<file path="src/rtl/act_compress_writer_pkg.sv">
// Shared widths, FSM encoding and write payload for the activation compress writer.
package act_compress_writer_pkg;

    localparam int unsigned DATA_WIDTH = 8;
    localparam int unsigned IF_WIDTH   = 16;
    localparam int unsigned CNT_WIDTH  = 4;
    localparam int unsigned ROW_WIDTH  = 10;

    typedef enum logic [1:0] {
        AW_IDLE    = 2'd0,
        AW_COLLECT = 2'd1,
        AW_WRITE   = 2'd2,
        AW_DONE    = 2'd3
    } aw_state_e;

    // One row as presented to the flag RAM and column stores.
    typedef struct packed {
        logic [IF_WIDTH-1:0][DATA_WIDTH-1:0] data;
        logic [IF_WIDTH-1:0]                 mask;
        logic [CNT_WIDTH:0]                  cnt;
    } row_wr_t;

endpackage

</file>
<file path="src/rtl/act_compress_writer_popcount16.sv">
// Combinational adder-tree popcount of a 16-bit vector; shared with the reader side.
module popcount16 (
    input  logic [15:0] vec_i,
    output logic [4:0]  cnt_o
);

    logic [1:0] lvl1 [8];
    logic [2:0] lvl2 [4];
    logic [3:0] lvl3 [2];

    // Balanced pairwise reduction, widening by one bit per level.
    always_comb begin
        for (int i = 0; i < 8; i++) begin
            lvl1[i] = 2'(vec_i[2*i]) + 2'(vec_i[2*i+1]);
        end
        for (int i = 0; i < 4; i++) begin
            lvl2[i] = 3'(lvl1[2*i]) + 3'(lvl1[2*i+1]);
        end
        for (int i = 0; i < 2; i++) begin
            lvl3[i] = 4'(lvl2[2*i]) + 4'(lvl2[2*i+1]);
        end
        cnt_o = 5'(lvl3[0]) + 5'(lvl3[1]);
    end

endmodule

</file>
<file path="src/rtl/act_compress_writer.sv">
// Packs a dense activation stream into 16-wide rows and writes the nonzero
// bitmask to the flag RAM together with the nonzero values to the column stores.
module act_compress_writer
    import act_compress_writer_pkg::*;
(
    input  logic                           clk,
    input  logic                           reset,
    input  logic                           start,
    input  logic                           in_valid,
    input  logic [DATA_WIDTH-1:0]          in_data,
    input  logic                           in_last,
    output logic                           in_ready,
    input  logic                           wr_stall,
    output logic                           wr_req_act_flag,
    output logic [IF_WIDTH-1:0]            wr_data_act_flag,
    output logic [IF_WIDTH-1:0]            wr_req_act,
    output logic [DATA_WIDTH*IF_WIDTH-1:0] wr_data_act,
    output logic [CNT_WIDTH:0]             row_val_num,
    output logic [ROW_WIDTH-1:0]           rows_written,
    output logic                           done
);

    aw_state_e                           state_q, state_d;
    logic [CNT_WIDTH-1:0]                pos_q, pos_d;
    logic [IF_WIDTH-1:0][DATA_WIDTH-1:0] row_q, row_d;
    logic [IF_WIDTH-1:0]                 mask_q, mask_d;
    logic                                last_q, last_d;
    logic [ROW_WIDTH-1:0]                rows_q, rows_d;
    row_wr_t                             out_q, out_d;
    logic                                in_ready_q;
    logic                                done_q;

    logic [IF_WIDTH-1:0][DATA_WIDTH-1:0] ins_row;
    logic [IF_WIDTH-1:0]                 ins_mask;
    logic [CNT_WIDTH:0]                  ins_cnt;
    logic                                strobe;

    // Row and mask as they would look after accepting the current input element.
    always_comb begin
        ins_row         = row_q;
        ins_mask        = mask_q;
        ins_row[pos_q]  = in_data;
        ins_mask[pos_q] = (in_data != '0);
    end

    popcount16 u_popcount (
        .vec_i (ins_mask),
        .cnt_o (ins_cnt)
    );

    // Next-state and datapath updates.
    always_comb begin
        state_d = state_q;
        pos_d   = pos_q;
        row_d   = row_q;
        mask_d  = mask_q;
        last_d  = last_q;
        rows_d  = rows_q;
        out_d   = out_q;

        unique case (state_q)
            AW_IDLE: begin
                if (start) begin
                    state_d = AW_COLLECT;
                    pos_d   = '0;
                    row_d   = '0;
                    mask_d  = '0;
                    last_d  = 1'b0;
                    rows_d  = '0;
                end
            end
            AW_COLLECT: begin
                if (in_valid) begin
                    row_d  = ins_row;
                    mask_d = ins_mask;
                    pos_d  = pos_q + CNT_WIDTH'(1);
                    last_d = in_last;
                    if ((pos_q == CNT_WIDTH'(IF_WIDTH - 1)) || in_last) begin
                        // Unwritten positions are already zero: the row is cleared on every commit.
                        state_d    = AW_WRITE;
                        out_d.data = ins_row;
                        out_d.mask = ins_mask;
                        out_d.cnt  = ins_cnt;
                    end
                end
            end
            AW_WRITE: begin
                if (!wr_stall) begin
                    rows_d  = rows_q + ROW_WIDTH'(1);
                    pos_d   = '0;
                    row_d   = '0;
                    mask_d  = '0;
                    state_d = last_q ? AW_DONE : AW_COLLECT;
                end
            end
            AW_DONE: begin
                state_d = AW_IDLE;
            end
            default: begin
                state_d = AW_IDLE;
            end
        endcase
    end

    // State, datapath and registered control outputs.
    always_ff @(posedge clk or negedge reset) begin
        if (!reset) begin
            state_q    <= AW_IDLE;
            pos_q      <= '0;
            row_q      <= '0;
            mask_q     <= '0;
            last_q     <= 1'b0;
            rows_q     <= '0;
            out_q      <= '0;
            in_ready_q <= 1'b0;
            done_q     <= 1'b0;
        end else begin
            state_q    <= state_d;
            pos_q      <= pos_d;
            row_q      <= row_d;
            mask_q     <= mask_d;
            last_q     <= last_d;
            rows_q     <= rows_d;
            out_q      <= out_d;
            in_ready_q <= (state_d == AW_COLLECT);
            done_q     <= (state_d == AW_DONE);
        end
    end

    // Payload is registered; only the strobes are gated by the same-cycle stall.
    assign strobe           = (state_q == AW_WRITE) && !wr_stall;
    assign wr_req_act_flag  = strobe;
    assign wr_req_act       = out_q.mask & {IF_WIDTH{strobe}};
    assign wr_data_act_flag = out_q.mask;
    assign wr_data_act      = out_q.data;
    assign row_val_num      = out_q.cnt;
    assign rows_written     = rows_q;
    assign in_ready         = in_ready_q;
    assign done             = done_q;

endmodule

</file>
<file path="config.mk">
export PLATFORM = sky130hd
export DESIGN_NAME = act_compress_writer
export DESIGN_NICKNAME = d
export VERILOG_FILES = /design/src/rtl/act_compress_writer_pkg.sv /design/src/rtl/act_compress_writer_popcount16.sv /design/src/rtl/act_compress_writer.sv
export SDC_FILE = /design/constraint.sdc
export NUM_CORES = 1
export LEC_CHECK = 0
export BUFFER_PORTS_ARGS = -buffer_cell sky130_fd_sc_hd__buf_2
export CAP_MARGIN = 20
export CELL_PAD_IN_SITES_DETAIL_PLACEMENT = 0
export CELL_PAD_IN_SITES_GLOBAL_PLACEMENT = 1
export CORE_ASPECT_RATIO = 1.25
export CORE_MARGIN = 2
export CORE_UTILIZATION = 40
export DETAILED_ROUTE_END_ITERATION = 10
export PLACE_DENSITY = 0.81
export SLEW_MARGIN = 20
export SYNTH_ARGS = -nofsm -noshare
export SYNTH_HDL_FRONTEND = slang
export SYNTH_SLANG_ARGS = --single-unit
</file>
<file path="constraint.sdc">
create_clock -name clk -period 3.9 [get_ports clk]
set_input_delay 0.78 -clock clk [delete_from_list [all_inputs] [get_ports clk]]
set_output_delay 0.78 -clock clk [all_outputs]
set_load 0.01 [all_outputs]
</file>
## Word-level counts from Yosys, hierarchy flattened

Cells that the tools add are included.

- Bits in registers: 312
- Input bits: 14
- Word-level logic and storage cells: 113

- Add/sub/neg operators: 17
- $lt $le $gt $ge: 2
- Equal/unequal tests: 9
- Mux-type cells: 30
- Bitwise logic cells: 1
- Reductions and logical operators: 13

Operators by type and width:

| cell | count |
|---|---|
| $mux W128 | 3 |
| $pmux W128 S3 | 1 |
| $bwmux W128 | 1 |
| $mux W16 | 3 |
| $pmux W16 S3 | 1 |
| $demux W8 S4 | 1 |
| $mux W10 | 2 |
| $pmux W10 S2 | 1 |
| $add A1 B1 Y2 | 8 |
| $and A16 B16 Y16 | 1 |
| $bwmux W16 | 1 |
| $add A2 B2 Y3 | 4 |
| $mux W4 | 3 |
| $pmux W4 S3 | 1 |
| $add A10 B1 Y10 const B | 1 |
| $mux W2 | 5 |
| $reduce_and A3 Y1 | 3 |
| $add A3 B3 Y4 | 2 |
| $mux W8 | 1 |
| $pmux W2 S4 | 1 |
| $reduce_bool A8 Y1 | 1 |
| $eq A2 B2 Y1 const B | 3 |
| $ne A2 B2 Y1 const B | 3 |
| $add A4 B4 Y5 | 1 |
| 15 further kinds | 20 |

## Longest topological paths before layout

Gate-level depths: netlist of the first run.

- Word-level depth: 9
- Mapped depth: 18
- Depth with buffers taken out: 17

## By module

Synthesis of the first run repeated with hierarchy kept, for this count alone.

- Cells, all modules: 1,201
- Area, all modules: 13,610.6 um2

By module, submodules not included:

| module | instances | cells each | area an instance (um2) |
|---|---|---|---|
| act_compress_writer | 1 | 1,154 | 13,202.7 |
| popcount16 | 1 | 47 | 407.9 |

## Worst setup path before layout of the first run

No wires, ideal clock.

- Path kind: input to register
- Start point: input port in_data[6]
- End point: register out_q, in the netlist row_val_num[1]
- Data arrival time: 4,589 ps
- Data required time: 3,773 ps
- Setup slack: -817 ps
- Cell stages on the path: 13
- Path buffers: 2
- Path through: clkbuf_1 nor4_4 nand2_1 buf_2 mux2i_1 fa_1 fa_1 fa_1 inv_1 fa_1 ha_1 fa_1 mux2_1

- Word-level cells in the longest chain between the ends: 6

RTL lines:

| element | RTL line | text |
|---|---|---|
| start, declared | act_compress_writer.sv:10 | `input logic [DATA_WIDTH-1:0] in_data,` |
| $reduce_bool A8 Y1 * | act_compress_writer.sv:43 | `ins_mask[pos_q] = (in_data != '0);` |
| $bwmux W16 * | act_compress_writer.sv:43 |  |
| $add A1 B1 Y2 | act_compress_writer_popcount16.sv:14 | `lvl1[i] = 2'(vec_i[2*i]) + 2'(vec_i[2*i+1]);` |
| $add A2 B2 Y3 | act_compress_writer_popcount16.sv:17 | `lvl2[i] = 3'(lvl1[2*i]) + 3'(lvl1[2*i+1]);` |
| $add A3 B3 Y4 | act_compress_writer_popcount16.sv:20 | `lvl3[i] = 4'(lvl2[2*i]) + 4'(lvl2[2*i+1]);` |
| $add A4 B4 Y5 * | act_compress_writer_popcount16.sv:22 | `cnt_o = 5'(lvl3[0]) + 5'(lvl3[1]);` |
| via ins_cnt[1] | act_compress_writer.sv:35 | `logic [CNT_WIDTH:0] ins_cnt;` |
| end signal, assigned | act_compress_writer.sv:124 | `out_q <= out_d;` |
| end, declared | act_compress_writer.sv:29 | `row_wr_t out_q, out_d;` |

The timed path passes the listed nets; every way through them passes the cells marked *.
A chain may end at the register's enable or synchronous reset.

## Worst setup path after layout of the first run

- Start point: register pos_q[1]
- End point: register out_q, in the netlist row_val_num[1]

- Word-level cells in the longest chain between the ends: 9

RTL lines:

| element | RTL line | text |
|---|---|---|
| start, declared | act_compress_writer.sv:24 | `logic [CNT_WIDTH-1:0] pos_q, pos_d;` |
| start signal, assigned | act_compress_writer.sv:119 | `pos_q <= pos_d;` |
| $lt A4 B5 Y1 (implied by the code) / $ge A4 B1 Y1 (equally long branches) | act_compress_writer.sv:43 |  |
| $logic_and A1 B1 Y1 (implied by the code) | act_compress_writer.sv:43 |  |
| $mux W1 (implied by the code) | act_compress_writer.sv:43 |  |
| $demux W1 S4 * | act_compress_writer.sv:43 |  |
| $bwmux W16 * | act_compress_writer.sv:43 |  |
| $add A1 B1 Y2 | act_compress_writer_popcount16.sv:14 |  |
| $add A2 B2 Y3 | act_compress_writer_popcount16.sv:17 |  |
| $add A3 B3 Y4 | act_compress_writer_popcount16.sv:20 |  |
| $add A4 B4 Y5 * | act_compress_writer_popcount16.sv:22 |  |
| via ins_cnt[1] | act_compress_writer.sv:35 |  |

Marked as above.

==> implementation parameters, run 1 <==
Parameter                              Value

STA
  Worst slew margin relative to its limit ... 35.7%
  Skew final ... 0.0184 ns
  Slew @ Worst Pin ... 0.965 ns
  Min setup slack post-route ... -0.321 ns
  Min Clock Period, post-route ... 4.22 ns
  Share of the cycle needed by the critical path after routing ... 108%
  Max Slew Vio Count ... 0
  Worst hold slack ... 0.255 ns
  Hold Fails Final Rpt ... 0
  Maximum achievable frequency ... 0.237 GHz
  Number of setup violations in the final report ... 4
  Setup repair after global routing missed its margin ... yes

Layout
  Share of cells above drive strength 1 ... 26.9%
  Layout-stage area growth over the synthesis result ... 20.4%
  N_diodes ... 0
  Fin nets ... 1418
  Finished Layout Cells ... 1833

Critical path
  Kind of capture point of the worst setup path ... flip-flop
  Largest fanout on the critical path ... 4
  Type of the setup path with the least slack ... flip-flop to flip-flop
  Worst path required time ... 4.36 ns
  Arrival time of data at the critical path endpoint ... 4.68 ns
  Startpoint Class ... flip-flop
  Logic depth of the worst register-to-register path ... 12

Floorplan
  Vertical die dimension ... 212 um
  Starting utilization of the core area ... 40.4%
  Std cell rows ... 76
  Core Area ... 34200 um^2
  Die outline width ... 170 um
  Number of ports placed on the die boundary ... 192
  Overall die area ... 36100 um^2

Routing
  Routed wire per std cell ... 19.5 um
  Drt total wl ... 35700 um
  1st-iter DRT viols ... 618
  DRC ... 0
  Antenna violation net count after detailed routing ... 0
  Via count ... 9726
  DR pass1 iterations ... 5
  Detailed-route vias per instance ... 5.31

Clock network
  Total clock sinks ... 312
  Number of buffers created by CTS ... 31
  Htree depth ... 1
  CTS Buffer Depth ... 3
  Clock latency on the worst-skew pair ... 0.57 ns
  Worst-path clk slew ... 0.06 ns
  CTS Root Cell ... clkbuf_16
  TritonCTS clock tree ... done
  Quantity of hold-fixing buffers added after cts ... 0

Yosys
  Count of flip-flops with a built-in enable after synthesis ... 0
  Top cell type by total area after synthesis ... dfrtp_1
  Gate Count Post-Synth ... 1180
  Fraction of post-synthesis cell area in the top cell type by area ... 56.5%
  Main combinational cell family by area after synthesis ... compound AO/OA/AOI/OAI gates
  Number of nets in the synthesized netlist ... 1214
  Number of library cell types mapped by synthesis ... 47
  Area of the mapped netlist ... 13800 um^2
  Synth Area in Compound Gates ... 16.1%
  Post-synthesis xor/xnor area fraction ... 0.634%
  Fraction of registers with async set/reset ... 100%
  Synth Warn # ... 0
  Top cells by area, synth ... dfrtp_1 56%, mux2i_1 9.8%, a22o_1 9.2%, o21ai_0 4.5%, nand2_1 4.4%
  Synth Area per Inst ... 11.7 um^2
  Library cell with the highest instance count after synthesis ... dfrtp_1
  Multiplexer area fraction after synthesis ... 10.8%
  Seq/Total Area, Yosys ... 56.5%
  Area share of fa/ha/maj cells after synthesis ... 2.35%
  Area share of and/or/nand/nor cells after synthesis ... 9.56%
  Most numerous cell types in the synthesized netlist ... 312 x dfrtp_1, 161 x nand2_1, 145 x a22o_1
  Number of register bits inferred by synthesis ... 312
  Most used flip-flop cell after synthesis ... dfrtp_1

GRT
  Number of antenna violations at the first check in global routing ... 0
  Global-route wire length before repair ... 55800 um
  Grt total ovfl ... 0
  Vias in the first global route ... 9739
  Overall global routing resource usage ... 19.8%
  Pin count of the biggest net entering global routing ... 155

Pwr
  Overall Power ... 9.80 mW
  Max IR drop VDD ... 291 uV
  Leakage Power ... 8.83 nW
  Power density cells ... 589 nW/um^2

Placed design
  Count of buffers inserted at the top-level ports ... 191
  Final RePlAce weighted congestion ... 0.822
  Post-Place Setup Slack ... -0.968 ns
  HPWL after detailed placement ... 23400 um
  Number of cells in the design after placement ... 1771

Hold path
  Class of the worst hold path ... input port to asynchronous set/reset pin

Outcome
  Status ... complete, but fails checks
  Violations in the final reports ... setup timing

Flow run
  Number of maximum-capacitance constraint violations ... 0
-- sequential cells by signal, indices dropped and copies added (netlist names) --
register and count:
row_q 128, wr_data_act 128, mask_q 16, wr_data_act_flag 16
rows_written 10, row_val_num 5, pos_q 4, state_q 2
done 1, in_ready 1, last_q 1
-- worst paths after layout --
kind,startpoint,end,slack [ns]
max,pos_q[1]$_DFFE_PN0P_,row_val_num[1]$_DFFE_PN0P_,-0.32
min,reset,wr_data_act[112]$_DFFE_PN0P_,0.25
max reg2reg,pos_q[1]$_DFFE_PN0P_,row_val_num[1]$_DFFE_PN0P_,-0.32
min reg2reg,wr_data_act[58]$_DFFE_PN0P_,wr_data_act[58]$_DFFE_PN0P_,0.47
max in group asynchronous,reset,pos_q[2]$_DFFE_PN0P_,2.63
min in group clk,wr_data_act[58]$_DFFE_PN0P_,wr_data_act[58]$_DFFE_PN0P_,0.47
-- area by class of cell --
class | instances | area [um^2]
flip-flops and latches | 312 | 7810
fillers | 3108 | 17600
repair buffers | 262 | 1580
inverters | 19 | 71.3
clock inverters | 10 | 150
well taps | 429 | 537
multi-input cells | 758 | 5610
clock buffers | 43 | 881
-- cell usage in the layout (no fill, tap or decap), types with 9 or more instances in the layout --
cell / netlist / routed
nor2_1: 31 / 31
o21ai_1: 20 / 22
and2_1: 21 / 18
mux2_2: 10 / 10
a21oi_1: 13 / 10
clkbuf_16: 0 / 31
nand2_1: 161 / 161
buf_4: 4 / 64
nand2_8: 9 / 9
inv_1: 19 / 15
o21ai_0: 125 / 123
nand3b_1: 9 / 9
dfrtp_1: 312 / 309
a22o_1: 145 / 145
mux2i_1: 136 / 129
buf_2: 27 / 190
-- critical path, stage by stage (launching register included) --
cell	delay, ns
dfrtp_2	0.44
inv_2	0.09
ha_4	0.17
nand3b_1	0.17
mux2i_4	0.24
fa_1	0.58
fa_2	0.46
fa_1	0.50
inv_1	0.05
fa_2	0.55
ha_4	0.14
fa_2	0.43
mux2_4	0.28
-- layer usage --
| layer | vias to the layer above | routed length (um) | global-route usage, % | share of wire, % |
|---|---|---|---|---|
| met4 | 0 | 1160 | 7.25 | 3.3 |
| met2 | 241 | 17700 | 33.5 | 49 |
| met3 | 74 | 1460 | 2.58 | 4.1 |
| met1 | 4829 | 15400 | 26.1 | 43 |
| li1 | 4582 | - | - | - |
| met5 | - | 0 | 0 | 0 |
-- where the power goes --
| part | switching, mW | internal (mW) | total (mW) |
|---|---|---|---|
| Sequential | 0.300 | 3.66 | 3.96 |
| Clock | 1.25 | 1.82 | 3.08 |
| Combinational | 1.61 | 1.16 | 2.77 |
-- logic make-up (layout without fill, tap and decap cells) --
logic type,count (synthesis),after routing
AO/OA/AOI/OAI,320,320
XOR/XNOR,10,10
adder cells (fa/ha/maj),20,20
buffers and inverters,110,334
flip-flops,312,312
multiplexers,148,148
AND/OR/NAND/NOR,260,260
-- what timing repair did --
action	CTS	global route
resized for setup	21	10
setup endpoints to repair	5	5
setup buffers	6	3
pin swaps	10	7
-- per-stage QoR --
stage / instance area (um^2) / TNS [ns] / utilization (%)
CTS: 16600 / -1.16 / 48.4
finish: 16600 / -1.02 / 48.6
global placement: 15400 / -3.91 / 45.1
detailed placement: 15400 / -4.17 / 45.1
global route: 16600 / -1.60 / 48.6
floorplan: 13900 / -2.83 / -
Note: power is estimated with default switching activity, not from simulation.
==> inputs of run 2 (changes only) <==
PLACE_DENSITY = default   (was 0.81)
PLACE_DENSITY_LB_ADDON = 0.1   (was default)
==> run 2 against run 1 <==
Net effect: the flow still finishes with violations (setup timing); clock-buffer cell count rose by 6; sequential share of layout area fell by 0.36 points; sequential power barely moved; largest cell class unchanged; highest routed layer unchanged.
==> implementation parameters, run 2 (synthesized netlist as in run 1, its figures left out) <==
Parameter                              Value

Outcome
  Status ... complete, but fails checks
  Violations in the final reports ... setup timing

STA
  Worst slew margin relative to its limit ... 39.1%
  Hold Fails Final Rpt ... 0
  Maximum achievable frequency ... 0.235 GHz
  Min Clock Period, post-route ... 4.26 ns
  Min setup slack post-route ... -0.363 ns
  Worst hold slack ... 0.291 ns
  Max Slew Vio Count ... 0
  Share of the cycle needed by the critical path after routing ... 109%
  Number of setup violations in the final report ... 4
  Slew @ Worst Pin ... 0.913 ns
  Accumulated negative setup slack ... -1.20 ns
  Setup repair after global routing missed its margin ... yes
  Skew final ... 0.0122 ns

Floorplan
  Number of ports placed on the die boundary ... 192
  Overall die area ... 36100 um^2
  Starting utilization of the core area ... 40.4%
  Die outline width ... 170 um
  Vertical die dimension ... 212 um
  Std cell rows ... 76
  Core Area ... 34200 um^2

Layout
  N_diodes ... 0
  Most used cells in the layout excluding fill and tap cells ... 311 x dfrtp_1, 186 x buf_2, 160 x nand2_1, 145 x a22o_1, 129 x mux2i_1
  Finished Layout Cells ... 1839
  Leading cell type in the layout, fill and taps excluded ... dfrtp_1
  Share of cells above drive strength 1 ... 27.0%
  Area of the multi-input gates ... 5620 um^2
  Layout-stage area growth over the synthesis result ... 21.3%
  Fin nets ... 1424
  Filler cell count ... 3170
  Sequential cell area ... 7810 um^2

Pwr
  Leakage Power ... 8.91 nW
  Max IR drop VDD ... 389 uV
  Power density cells ... 588 nW/um^2

GRT
  Pin count of the biggest net entering global routing ... 109
  Overall global routing resource usage ... 20.5%
  Vias in the first global route ... 9724
  Global-route wire length before repair ... 57400 um
  Number of antenna violations at the first check in global routing ... 0
  Grt total ovfl ... 0

Placed design
  Number of cells in the design after placement ... 1774
  Count of buffers inserted at the top-level ports ... 191
  HPWL after detailed placement ... 23700 um
  Final RePlAce weighted congestion ... 0.809

Routing
  Drt total wl ... 36400 um
  Routed wire per std cell ... 19.8 um
  WL met3 ... 1520 um
  DRC ... 0
  Via count ... 9578
  DRT met1 WL ... 16000 um
  1st-iter DRT viols ... 550
  Amount of wire on met2 after detailed routing ... 18300 um
  Detailed-route vias per instance ... 5.21
  Top layer reached by signal wires ... met4
  Antenna violation net count after detailed routing ... 0
  DR pass1 iterations ... 4

Clock network
  Worst-path clk slew ... 0.06 ns
  CTS Root Cell ... clkbuf_16
  Htree depth ... 2
  Clock latency on the worst-skew pair ... 0.51 ns
  CTS Buffer Depth ... 3
  Quantity of hold-fixing buffers added after cts ... 0
  Number of buffers created by CTS ... 34
  Total clock sinks ... 312
  TritonCTS clock tree ... done

Critical path
  Kind of capture point of the worst setup path ... flip-flop
  Largest fanout on the critical path ... 6
  Worst path required time ... 4.29 ns
  Type of the setup path with the least slack ... input port to flip-flop
  Logic depth of the worst register-to-register path ... 13
  Arrival time of data at the critical path endpoint ... 4.66 ns
  Startpoint Class ... input port

Hold path
  Class of the worst hold path ... input port to asynchronous set/reset pin

Flow run
  Number of maximum-capacitance constraint violations ... 0
run 2: cell type report:
| cell class | count | share of cell area (%) |
|---|---|---|
| Tap cell | 429 | 3.20 |
| Sequential cell | 312 | 46.6 |
| Inverter | 19 | 0.426 |
| Clock inverter | 7 | 0.373 |
| Multi-Input combinational cell | 758 | 33.5 |
| Clock buffer | 49 | 6.21 |
| Timing Repair Buffer | 265 | 9.67 |
run 2: stage by stage:
stage / cell area, um^2 / setup slack [ns] / util [%] / total power, mW
6_report: 16800 / -0.363 / 49.0 / 9.85
3_5_place_dp: 15400 / -0.999 / 45.1 / 6.56
4_1_cts: 16700 / -0.356 / 48.7 / 9.87
2_1_floorplan: 13900 / -0.664 / - / 5.62
5_1_grt: 16800 / -0.451 / 49.0 / 10.4
3_3_place_gp: 15400 / -0.925 / 45.1 / 6.54
run 2: repair_timing:
item,CTS,global route
gates cloned,1,0
resized for setup,23,17
setup endpoints to repair,5,5
buffers inserted,4,4
pin swaps,5,6
run 2: final timing paths:
| check | start | to | slack, ns |
|---|---|---|---|
| worst max-delay path | in_data[1] | row_val_num[1]$_DFFE_PN0P_ | -0.36 |
| worst min-delay path | reset | rows_written[6]$_DFFE_PN0P_ | 0.29 |
| worst min register to register | wr_data_act[48]$_DFFE_PN0P_ | wr_data_act[48]$_DFFE_PN0P_ | 0.47 |
| max in group asynchronous | reset | row_q[27]$_DFFE_PN0P_ | 2.53 |
| worst max register to register | pos_q[0]$_DFFE_PN0P_ | row_val_num[1]$_DFFE_PN0P_ | -0.34 |
| min in group clk | wr_data_act[48]$_DFFE_PN0P_ | wr_data_act[48]$_DFFE_PN0P_ | 0.47 |
run 2: where the power goes:
group / total [mW] / switching, mW / internal, mW
Combinational: 2.72 / 1.59 / 1.13
Sequential: 3.94 / 0.286 / 3.65
Clock: 3.19 / 1.28 / 1.91
Total: 9.85 / 3.15 / 6.70
run 2: worst max-delay path, stage by stage:
cell     delay, ns
buf_8         0.10
nor4_4        0.39
nand2_2       0.14
buf_8         0.18
mux2i_4       0.16
fa_1          0.47
fa_1          0.51
fa_2          0.55
inv_2         0.03
fa_1          0.51
ha_4          0.15
fa_2          0.42
mux2_4        0.27
run 2: per-layer routing:
layer | vias up | track usage [%]
li1 | 4600 | -
met5 | - | 0
met2 | 183 | 34.9
met1 | 4756 | 27.9
met4 | 0 | 4.89
met3 | 39 | 2.67
==> inputs of run 3 (changes only) <==
CTS_BUF_LIST = sky130_fd_sc_hd__clkbuf_16   (was default)
==> run 3 against run 2 <==
Net effect: the flow still finishes with violations (setup timing); die area stayed put; sequential share of layout area grew 0.20 points; non-clock buffer count unchanged; combinational power is essentially flat; worst hold slack worse by 0.0060 ns; critical path type unchanged; largest power group unchanged; highest routed layer unchanged.
==> implementation parameters, run 3 (synthesized netlist as in run 1, its figures left out) <==
Parameter                              Value

Routing
  Detailed-route vias per instance ... 5.22
  Routed wire per std cell ... 19.8 um
  Antenna violation net count after detailed routing ... 0
  1st-iter DRT viols ... 533
  DR pass1 iterations ... 5
  Drt total wl ... 36300 um
  DRC ... 0
  Via count ... 9597

Pwr
  Switching share of total power ... 32.5%
  Internal Pwr Total ... 6.55 mW
  Gate power share ... 28.1%
  Share of power burned in the clock network ... 31.3%
  Leakage Power ... 8.89 nW
  Sequential Power Share ... 40.6%
  Power density cells ... 581 nW/um^2
  Max IR drop VDD ... 383 uV
  Net Sw Power ... 3.15 mW

Clock network
  CTS Buffer Depth ... 3
  Number of buffers created by CTS ... 34
  Quantity of hold-fixing buffers added after cts ... 0
  Htree depth ... 2
  CTS Root Cell ... clkbuf_16
  Worst-path clk slew ... 0.06 ns
  TritonCTS clock tree ... done
  Total clock sinks ... 312
  Clock latency on the worst-skew pair ... 0.51 ns

Critical path
  Number of buffer and inverter instances along the worst setup path ... 3
  Cell chain of the critical path ... buf_8 -> nor4_4 -> nand2_2 -> buf_8 -> mux2i_4 -> fa_1 -> fa_1 -> fa_2 -> inv_2 -> fa_1 -> ha_4 -> fa_2 -> mux2_4
  Worst stage delay on the critical path ... 0.55 ns
  CP dominant cell by count ... fa_1
  Type of the setup path with the least slack ... input port to flip-flop
  Kind of capture point of the worst setup path ... flip-flop
  Worst path required time ... 4.30 ns
  Slack of the worst reg-to-reg path ... -0.34 ns
  Startpoint Class ... input port
  CP top delay family ... adder cells
  Arrival time of data at the critical path endpoint ... 4.66 ns
  Largest fanout on the critical path ... 6
  Cell with the largest stage delay on the worst path ... fa_2

Layout
  N_diodes ... 0
  Finished Layout Cells ... 1839
  Layout-stage area growth over the synthesis result ... 20.8%
  Most used cells in the layout excluding fill and tap cells ... 311 x dfrtp_1, 186 x buf_2, 160 x nand2_1, 145 x a22o_1, 129 x mux2i_1
  Fin nets ... 1424
  Filler cell count ... 3177
  Post-Route Utilization ... 48.8%
  Leading cell type in the layout, fill and taps excluded ... dfrtp_1
  Final non-filler cell area ... 16700 um^2
  Share of cells above drive strength 1 ... 26.5%

Outcome
  Status ... complete, but fails checks
  Violations in the final reports ... setup timing

GRT
  Grt total ovfl ... 0
  Pin count of the biggest net entering global routing ... 109
  Vias in the first global route ... 9718
  Overall global routing resource usage ... 20.5%
  Global-route wire length before repair ... 57300 um
  Number of antenna violations at the first check in global routing ... 0

STA
  Skew final ... 0.0124 ns
  Share of the cycle needed by the critical path after routing ... 109%
  Number of setup violations in the final report ... 4
  Min setup slack post-route ... -0.361 ns
  Maximum achievable frequency ... 0.235 GHz
  Setup repair after global routing missed its margin ... yes
  Max Slew Vio Count ... 0
  Hold Fails Final Rpt ... 0
  Slew @ Worst Pin ... 0.923 ns
  Accumulated negative setup slack ... -1.21 ns
  Worst slew margin relative to its limit ... 38.5%
  Min Clock Period, post-route ... 4.26 ns

Flow run
  Number of maximum-capacitance constraint violations ... 0

Placed design
  Final RePlAce weighted congestion ... 0.809
  Placed inst area ... 15400 um^2
  HPWL after detailed placement ... 23700 um
  Number of cells in the design after placement ... 1774
  Post-Place Setup Slack ... -0.999 ns
  Count of buffers inserted at the top-level ports ... 191

Floorplan
  Std cell rows ... 76
  Die outline width ... 170 um
  Starting utilization of the core area ... 40.4%
  Vertical die dimension ... 212 um
  Core Area ... 34200 um^2
  Overall die area ... 36100 um^2
  Number of ports placed on the die boundary ... 192

Hold path
  Class of the worst hold path ... input port to asynchronous set/reset pin
==> run 3: layout make-up <==
cell class              instances  area [um^2]  share of cell area [%]
clock buffers                  37          926                    5.55
clock inverters                19          108                   0.645
inverters                      19         71.3                   0.427
multi-input cells             758         5620                    33.7
flip-flops and latches        312         7810                    46.8
well taps                     429          537                    3.22
repair buffers                265         1620                    9.71
==> run 3: per-stage QoR <==
stage	power [mW]	hold slack, ns
floorplan	5.62	0.461
global placement	6.54	0.457
detailed placement	6.56	0.465
CTS	9.72	0.342
global route	10.3	0.347
finish	9.70	0.285
==> run 3: final timing paths <==
kind | depth (start not counted) | to | startpoint
worst min-delay path | 1 | rows_written[6]$_DFFE_PN0P_ | reset
min in group clk | 2 | wr_data_act[48]$_DFFE_PN0P_ | wr_data_act[48]$_DFFE_PN0P_
worst max register to register | 13 | row_val_num[1]$_DFFE_PN0P_ | pos_q[0]$_DFFE_PN0P_
worst max-delay path | 13 | row_val_num[1]$_DFFE_PN0P_ | in_data[1]
max in group asynchronous | 2 | wr_data_act[19]$_DFFE_PN0P_ | reset
worst min register to register | 2 | wr_data_act[48]$_DFFE_PN0P_ | wr_data_act[48]$_DFFE_PN0P_
==> run 3: power by group through the flow <==
stage	logic (mW)	clock network [mW]	registers [mW]
detailed placement	2.57	0	3.99
floorplan	1.59	0	4.03
CTS	2.64	3.13	3.94
finish	2.72	3.04	3.94
global placement	2.54	0	3.99
global route	3.02	3.27	4.00
==> run 3: worst register-to-register path: cells and delay by family, from the launching register on <==
family	cells	cell delay, ns
adders and majority gates	7	2.84
muxes	2	0.46
DFF	1	0.37
buffers and inverters	3	0.32
and+or+nand+nor	1	0.15
==> run 3: per-layer routing <==
metal | vias to the layer above | track usage [%] | wire length (um)
li1 | 4601 | - | -
met1 | 4800 | 27.9 | 16400
met2 | 157 | 34.9 | 18300
met3 | 39 | 2.62 | 1090
met4 | 0 | 4.95 | 611
met5 | - | 0 | 0
==> run 3: timing repair <==
| action | 4_1_cts | 5_1_grt |
|---|---|---|
| setup endpoints to repair | 5 | 5 |
| pin swaps | 5 | 6 |
| setup buffers | 4 | 4 |
| resized for setup | 21 | 19 |
| gates cloned | 1 | 0 |
